$ cat src/rtl/hamming_pkg.sv
// ---------------------------------------------------------------------------
// hamming_pkg
// Shared constants and helpers for the 32-bit Hamming SEC codec, used by
// both the encoder and the decoder.
//   DATA_W  : data word width (32)
//   CODE_W  : codeword width (38), bit k is Hamming position k+1
//   PAR_W   : number of parity / syndrome bits (6)
//   isParityPos(pos) : 1 when Hamming position pos (1-based) holds parity
//   extractData(code): gathers d0..d31 from the non-parity positions
// ---------------------------------------------------------------------------
package hamming_pkg;

  localparam int DATA_W = 32;
  localparam int CODE_W = 38;
  localparam int PAR_W  = 6;

  // Parity bits live at the power-of-two positions 1, 2, 4, 8, 16, 32.
  function automatic logic isParityPos(input int pos);
    return (pos > 0) && ((pos & (pos - 1)) == 0);
  endfunction

  // Data bits fill the remaining positions in ascending order, so walking
  // the positions upward and skipping parity slots yields d0, d1, ... d31.
  function automatic logic [DATA_W-1:0] extractData(input logic [CODE_W-1:0] code);
    logic [DATA_W-1:0] data;
    int k;
    data = '0;
    k    = 0;
    for (int j = 1; j <= CODE_W; j++) begin
      if (!isParityPos(j)) begin
        data[k] = code[j-1];
        k       = k + 1;
      end
    end
    return data;
  endfunction

endpackage

$ cat src/rtl/hamming_syndrome_38.sv
// ---------------------------------------------------------------------------
// hamming_syndrome_38
// Purely combinational syndrome generator for the 38-bit Hamming codeword.
//   i_code     [37:0] : codeword, bit k is Hamming position k+1
//   o_syndrome [5:0]  : syndrome; bit i is the XOR of every code bit whose
//                       position has bit i set
// ---------------------------------------------------------------------------
module hamming_syndrome_38
  import hamming_pkg::*;
(
  input  logic [CODE_W-1:0] i_code,
  output logic [PAR_W-1:0]  o_syndrome
);

  // Each syndrome bit checks the group of positions sharing that binary
  // weight; a single flipped bit therefore reports its own position.
  always_comb begin
    o_syndrome = '0;
    for (int i = 0; i < PAR_W; i++) begin
      for (int j = 0; j < CODE_W; j++) begin
        if (((j + 1) & (1 << i)) != 0) begin
          o_syndrome[i] = o_syndrome[i] ^ i_code[j];
        end
      end
    end
  end

endmodule

$ cat src/rtl/hamming_decoder_32.sv
// ---------------------------------------------------------------------------
// hamming_decoder_32
// Two-stage pipelined Hamming SEC decoder with valid/ready handshakes on
// both sides. Stage 1 registers the codeword and its syndrome, stage 2
// registers the corrected data, syndrome and flags that drive out_*.
//
// Optional feature macro: HAMMING_DEC_ERR_CNT_EN
//   defined   : saturating corrected/uncorrectable counters with cnt_clr
//   undefined : counters absent, err_cnt_* tied to 0, cnt_clr ignored
//
// Parameters
//   CNT_W : width of each error counter
// Ports
//   clk, rst        : clock, asynchronous active-high reset
//   in_valid/ready  : input handshake
//   in_code  [37:0] : codeword, bit k is Hamming position k+1
//   out_valid/ready : output handshake
//   out_data [31:0] : corrected data word
//   out_syndrome[5:0]: computed syndrome
//   out_corrected   : a single-bit correction was applied
//   out_uncorr      : syndrome out of range, error uncorrectable
//   cnt_clr         : synchronous clear of both counters
//   err_cnt_corr/err_cnt_uncorr [CNT_W-1:0] : error counters
// ---------------------------------------------------------------------------
module hamming_decoder_32
  import hamming_pkg::*;
#(
  parameter int CNT_W = 16
) (
  input  logic              clk,
  input  logic              rst,
  input  logic              in_valid,
  output logic              in_ready,
  input  logic [CODE_W-1:0] in_code,
  output logic              out_valid,
  input  logic              out_ready,
  output logic [DATA_W-1:0] out_data,
  output logic [PAR_W-1:0]  out_syndrome,
  output logic              out_corrected,
  output logic              out_uncorr,
  input  logic              cnt_clr,
  output logic [CNT_W-1:0]  err_cnt_corr,
  output logic [CNT_W-1:0]  err_cnt_uncorr
);

  localparam logic [PAR_W-1:0] MAX_POS = PAR_W'(CODE_W);

  logic              r_s1Valid;
  logic [CODE_W-1:0] r_s1Code;
  logic [PAR_W-1:0]  r_s1Syn;

  logic              r_s2Valid;
  logic [DATA_W-1:0] r_s2Data;
  logic [PAR_W-1:0]  r_s2Syn;
  logic              r_s2Corr;
  logic              r_s2Uncorr;

  logic [PAR_W-1:0]  w_inSyn;
  logic              w_adv2;
  logic              w_s1Corr;
  logic              w_s1Uncorr;
  logic [CODE_W-1:0] w_flipMask;
  logic [CODE_W-1:0] w_fixedCode;
  logic [DATA_W-1:0] w_s1Data;

  hamming_syndrome_38 u_syndrome (
    .i_code     (in_code),
    .o_syndrome (w_inSyn)
  );

  // Stage 2 can take a new beat when empty or when its beat leaves this
  // cycle; stage 1 likewise drains into stage 2, so in_ready depends only
  // on internal state and out_ready, never on in_valid.
  assign w_adv2   = !r_s2Valid || out_ready;
  assign in_ready = !r_s1Valid || w_adv2;

  // A syndrome inside 1..38 names the flipped position (parity positions
  // included); anything larger cannot come from a single error.
  assign w_s1Corr    = (r_s1Syn != '0) && (r_s1Syn <= MAX_POS);
  assign w_s1Uncorr  = (r_s1Syn > MAX_POS);
  assign w_flipMask  = w_s1Corr ? (CODE_W'(1) << (r_s1Syn - PAR_W'(1))) : '0;
  assign w_fixedCode = r_s1Code ^ w_flipMask;
  assign w_s1Data    = extractData(w_fixedCode);

  always_ff @(posedge clk or posedge rst) begin
    if (rst) begin
      r_s1Valid <= 1'b0;
      r_s1Code  <= '0;
      r_s1Syn   <= '0;
    end else if (in_ready) begin
      r_s1Valid <= in_valid;
      if (in_valid) begin
        r_s1Code <= in_code;
        r_s1Syn  <= w_inSyn;
      end
    end
  end

  // Stage 2 only loads on advance, so out_* stay frozen under backpressure.
  always_ff @(posedge clk or posedge rst) begin
    if (rst) begin
      r_s2Valid  <= 1'b0;
      r_s2Data   <= '0;
      r_s2Syn    <= '0;
      r_s2Corr   <= 1'b0;
      r_s2Uncorr <= 1'b0;
    end else if (w_adv2) begin
      r_s2Valid <= r_s1Valid;
      if (r_s1Valid) begin
        r_s2Data   <= w_s1Data;
        r_s2Syn    <= r_s1Syn;
        r_s2Corr   <= w_s1Corr;
        r_s2Uncorr <= w_s1Uncorr;
      end
    end
  end

  assign out_valid     = r_s2Valid;
  assign out_data      = r_s2Data;
  assign out_syndrome  = r_s2Syn;
  assign out_corrected = r_s2Corr;
  assign out_uncorr    = r_s2Uncorr;

`ifdef HAMMING_DEC_ERR_CNT_EN
  logic [CNT_W-1:0] r_cntCorr;
  logic [CNT_W-1:0] r_cntUncorr;
  logic             w_outXfer;

  assign w_outXfer = r_s2Valid && out_ready;

  // Counters only move on an actual output transfer and stick at all-ones;
  // a clear wins over an increment landing on the same edge.
  always_ff @(posedge clk or posedge rst) begin
    if (rst) begin
      r_cntCorr   <= '0;
      r_cntUncorr <= '0;
    end else if (cnt_clr) begin
      r_cntCorr   <= '0;
      r_cntUncorr <= '0;
    end else if (w_outXfer) begin
      if (r_s2Corr && (r_cntCorr != '1)) begin
        r_cntCorr <= r_cntCorr + CNT_W'(1);
      end
      if (r_s2Uncorr && (r_cntUncorr != '1)) begin
        r_cntUncorr <= r_cntUncorr + CNT_W'(1);
      end
    end
  end

  assign err_cnt_corr   = r_cntCorr;
  assign err_cnt_uncorr = r_cntUncorr;
`else
  logic w_unusedCntClr;

  assign w_unusedCntClr = cnt_clr;
  assign err_cnt_corr   = '0;
  assign err_cnt_uncorr = '0;
`endif

endmodule
$ cat config.mk
export PLATFORM = sky130hd
export DESIGN_NAME = hamming_decoder_32
export DESIGN_NICKNAME = d
export VERILOG_FILES = /design/src/rtl/hamming_pkg.sv /design/src/rtl/hamming_syndrome_38.sv /design/src/rtl/hamming_decoder_32.sv
export SDC_FILE = /design/constraint.sdc
export NUM_CORES = 1
export LEC_CHECK = 0
export CORE_MARGIN = 3
export CORE_UTILIZATION = 49
export DETAILED_ROUTE_END_ITERATION = 10
export PLACE_DENSITY = 0.86
export SLEW_MARGIN = 20
export SYNTH_ARGS = -nofsm -noshare
export SYNTH_HDL_FRONTEND = slang
export SYNTH_HIERARCHICAL = 1
export SYNTH_SLANG_ARGS = --single-unit
$ cat constraint.sdc
create_clock -name clk -period 3.95 [get_ports clk]
set_clock_uncertainty 0.2 [all_clocks]
set_input_delay 0.79 -clock clk [delete_from_list [all_inputs] [get_ports clk]]
set_output_delay 0.79 -clock clk [all_outputs]
set_load 0.02 [all_outputs]
# Word-level counts from Yosys, hierarchy flattened

Index checks and enable logic that the tools add are counted.

Add/subtract/negate cells: 1
Order comparisons: 2
Shift operators: 1
Mux-type cells: 1
Bitwise operators: 91
Reduce and logical (&&, ||, !) cells: 8

Operators by type and width:

| kind                   | number |
|---|---|
| $xor A1 B1 Y1          | 90 |
| $mux W38               | 1 |
| $shl A1 B6 Y38 const A | 1 |
| $xor A38 B38 Y38       | 1 |
| $gt A6 B6 Y1 const B   | 1 |
| $le A6 B6 Y1 const B   | 1 |
| $reduce_bool A6 Y1     | 1 |
| $sub A6 B1 Y6 const B  | 1 |
| $reduce_and A2 Y1      | 2 |
| $logic_not A1 Y1       | 2 |
| $logic_or A1 B1 Y1     | 2 |
| $logic_and A1 B1 Y1    | 1 |

Bits in registers: 86
Input port bits: 43

# Logic depth before layout (Yosys ltp)

Depth after elaboration: 18
Depth in mapped cells: 6
Depth with buffers taken out: 5

# By module

The synthesis kept the hierarchy.

Modules (own cells, without submodules):

| module              | times used | cells an instance | area each (um^2) | seq. area each (um^2) |
|---|---|---|---|---|
| hamming_decoder_32  | 1          | 337               | 3802.4           | 2001.9 |
| hamming_syndrome_38 | 1          | 59                | 600.6            | 0.0 |

# Worst setup path before layout

OpenSTA, ideal clock, no wires.

Path type: input to register
Start: input out_ready
End: register r_s1Code[10]
Arrival: 2.002 ns
Slack: 1.624 ns
Stages: 5
Buffers on the path: 2
Cells stage by stage: nand3b_1 > nand2_1 > buf_2 > buf_2 > mux2_2

Cells in the longest elaborated chain, start to end: 3

Ends and longest elaborated chain:

| what                        | line                     | RTL |
|---|---|---|
| from (decl)                 | hamming_decoder_32.sv:36 | `input logic out_ready,` |
| $logic_or A1 B1 Y1          | hamming_decoder_32.sv:74 | `assign w_adv2 = !r_s2Valid \|\| out_ready;` |
| $logic_or A1 B1 Y1          | hamming_decoder_32.sv:75 | `assign in_ready = !r_s1Valid \|\| w_adv2;` |
| $reduce_and A2 Y1 (no line) | -                        |  |
| to (signal assigned)        | hamming_decoder_32.sv:93 | `r_s1Code <= in_code;` |
| to (decl)                   | hamming_decoder_32.sv:49 | `logic [CODE_W-1:0] r_s1Code;` |

No other way between the ends.
A chain may end at the register's enable or synchronous reset.

# Final worst setup path

Start: input out_ready
End: output in_ready

Cells in the longest elaborated chain, start to end: 2

Ends and longest elaborated chain:

| what               | line                     | RTL |
|---|---|---|
| $logic_or A1 B1 Y1 | hamming_decoder_32.sv:74 |  |
| $logic_or A1 B1 Y1 | hamming_decoder_32.sv:75 |  |
| to (decl)          | hamming_decoder_32.sv:33 | `output logic in_ready,` |

No other way between the ends.

==> impl_metrics.py <==
metrics = {
    "clocking": {
        "cts_resized": 0,
        "numCtsBuffers": 9,
        "cts_tree": "yes",
        "cts.sinks": 80,
        "cts_htree_levels": 3,
        "cts-root-buf": "clkbuf_8",
        "cts_setup_buffers": 0,
        "clkTransAtPathRegs_ns": 0.08,
        "clk_path_buf_depth": 2,
        "insertion_delay_ns": 0.35,
        "hold_buffers": 0,
    },
    "cells_and_area": {
        "drive_gt1_share_pct": 15.3,
        "design.final.nets": 514,
        "area_growth_pct": 21.7,
        "layout.cells.non_filler": 581,
        "n_antenna_cell": 0,
    },
    "routing": {
        "via_per_inst": 5.66,
        "drt.antenna.violating_nets": 0,
        "drt-initial-drc-count": 150,
        "route.detailed.drc": 0,
        "drt-total-wl_um": 10400,
        "drt-wirelength-per-cell_um": 17.9,
        "num_vias": 3291,
        "dr.pass1.iters": 5,
    },
    "floorplanning": {
        "core_sq_um": 8460,
        "num_rows": 33,
        "dieArea_sq_um": 10200,
        "ioPinCount": 117,
        "die_h_um": 101,
        "start_util_pct": 52.0,
        "die_w_um": 101,
    },
    "logic_synthesis": {
        "synth_compound_area_share_pct": 12.4,
        "synth-seq-cells": 80,
        "synth_warnings": 6,
        "synthTopCellsByArea": "dfrtp_1, mux2_2, xnor2_1",
        "synth-simple-area-share_pct": 8.70,
        "muxShareOfSynthArea_pct": 11.5,
        "synth_top_area_cell": "dfrtp_1",
        "ys_seq_area_share_pct": 45.5,
        "synth_top_cell_area_share_pct": 45.5,
        "netlist_instances": 396,
        "synth_fa_ha_area_share_pct": 0,
        "syn_area_per_cell_sq_um": 11.1,
        "synth_top_family_by_area": "XOR/XNOR gates",
        "synth.distinct_cells": 29,
        "netlist_area_sq_um": 4400,
        "synth-xor-area-share_pct": 13.6,
    },
    "power_and_ir_drop": {
        "cellPowerDensity_nw_per_um2": 562,
        "p_leak_nw": 2.05,
        "peakVddDrop_mv": 0.362,
    },
    "sta": {
        "fin_tns_setup_ns": 0,
        "max_freq_mhz": 333,
        "finalMaxSlewViolations": 0,
        "finalSetupViolations": 0,
        "maxSlewHeadroom_pct": 50.4,
        "min_period_ns": 3.01,
        "post-route-period-util_pct": 76.1,
        "setup_slack_ns": 0.945,
        "hold_viol_final": 0,
        "worstMarginPinSlew_ns": 0.744,
        "rsz0062_at_grt": "false",
    },
    "worst_setup_path": {
        "path_class": "in2out",
        "cp.required_ns": 2.96,
        "end_kind": "output pin",
        "cp_max_fo": 3,
        "critPathLaunchType": "input pin",
        "r2r_cells": 4,
        "cp.arrival_ns": 2.02,
    },
    "global_route": {
        "globalRoute.totalOverflow": 0,
        "antenna_found_initial": 0,
        "grt_start_max_net_pins": 81,
        "grt_use_total_pct": 21.1,
        "grt_pass1_wl_um": 16300,
        "grt_pass1_vias": 3185,
    },
    "min_path": {
        "whs_path_depth": 1,
        "min_path_type": "reg2reg",
    },
    "run_status": {
        "outcome": "completed",
    },
    "place": {
        "gp_congestion": 0.812,
        "dpl.hpwl_um": 7450,
        "port_buffers": 83,
        "place_inst": 565,
        "dp_slack_ns": 0.865,
    },
    "flow_run": {
        "maxCapViolations": 0,
    },
}
-- stage by stage --
stage | power (mW) | instance area [sq um] | hold WS, ns | util (%)
CTS | 3.01 | 5360 | 0.323 | 63.3
floorplan | 2.01 | 4520 | 0.289 | -
global route | 3.17 | 5360 | 0.343 | 63.3
finish | 3.01 | 5360 | 0.322 | 63.3
global placement | 2.42 | 5180 | 0.274 | 61.2
detailed placement | 2.47 | 5180 | 0.301 | 61.2
-- critical path, stage by stage --
cell and delay, ns:
clkdlybuf4s50_1 0.46, nand3b_1 0.14, clkdlybuf4s50_1 0.62
-- metal layers --
| metal | GRT usage [%] | vias to the layer above | part of all wire, % |
|---|---|---|---|
| met3 | 3.88 | 13 | 6.9 |
| met1 | 27.4 | 1630 | 41 |
| met5 | 0 | - | 0 |
| met4 | 6.94 | 0 | 1.5 |
| li1 | - | 1505 | - |
| met2 | 35.5 | 143 | 50 |
-- logic make-up (layout without fill, tap and decap cells) --
kind of cell | after synthesis | in the layout
compound gates | 100 | 100
xor+xnor | 59 | 59
buf+inv | 57 | 106
flops | 80 | 80
mux | 45 | 45
other cells | 1 | 32
simple gates | 54 | 54
-- cell usage after synthesis --
cell	n
conb_1	1
buf_6	2
nand4bb_1	4
and2_1	1
inv_1	1
buf_4	32
a31oi_1	32
or4b_4	3
or4b_1	1
xnor3_1	5
or4_4	1
o211ai_1	1
dfrtp_1	80
nand2b_1	5
a21oi_1	32
mux2_2	45
o2bb2ai_1	1
nand3b_1	1
or3_1	32
or2_2	1
buf_2	9
clkbuf_1	11
xor2_1	6
nand4b_1	1
xnor2_1	46
buf_1	2
xor2_2	2
nand2_1	4
o21ai_0	34
-- flip-flops by register name (all words and copies together), names as in the netlist --
| signal | cells |
|---|---|
| out_syndrome | 6 |
| out_corrected | 1 |
| r_s1Valid | 1 |
| out_uncorr | 1 |
| r_s1Syn | 6 |
| out_data | 32 |
| r_s1Code | 32 |
| out_valid | 1 |
-- area by class of cell --
cell class | count | area (sq um)
fillers | 673 | 3110
multi-input cells | 290 | 2160
flip-flops and latches | 80 | 2000
repair buffers | 89 | 888
clock buffers | 12 | 145
well taps | 105 | 131
clock inverters | 4 | 30.0
inverters | 1 | 3.75
-- layout by cell type, fill, tap and decap left out, drive strengths merged, types with 5 or more instances in the layout --
cell type       n
clkbuf         12
xnor3           5
mux2           45
conb           32
nand2b          5
a21oi          32
or3            32
clkdlybuf4s50  83
buf             6
xor2            8
dfrtp          80
a31oi          32
xnor2          46
o21ai          34
-- power by group --
| part | switching (mW) | internal, mW | leakage (nW) |
|---|---|---|---|
| logic | 0.639 | 0.599 | 1.07 |
| registers | 0.203 | 1.02 | 0.913 |
| clock network | 0.299 | 0.246 | 0.0748 |
-- final timing paths --
check / startpoint / to / slack [ns]
worst max register to register: r_s1Valid$_DFFE_PP0N_ / out_syndrome[4]$_DFFE_PP0P_ / 1.69
worst min register to register: out_corrected$_DFFE_PP0P_ / out_corrected$_DFFE_PP0P_ / 0.32
max in group asynchronous: rst / out_data[14]$_DFFE_PP0P_ / 2.57
worst min-delay path: out_corrected$_DFFE_PP0P_ / out_corrected$_DFFE_PP0P_ / 0.32
worst max-delay path: out_ready / in_ready / 0.94
min in group asynchronous: rst / out_valid$_DFFE_PP0P_ / 0.65
Power figures use the tool's default switching activity.
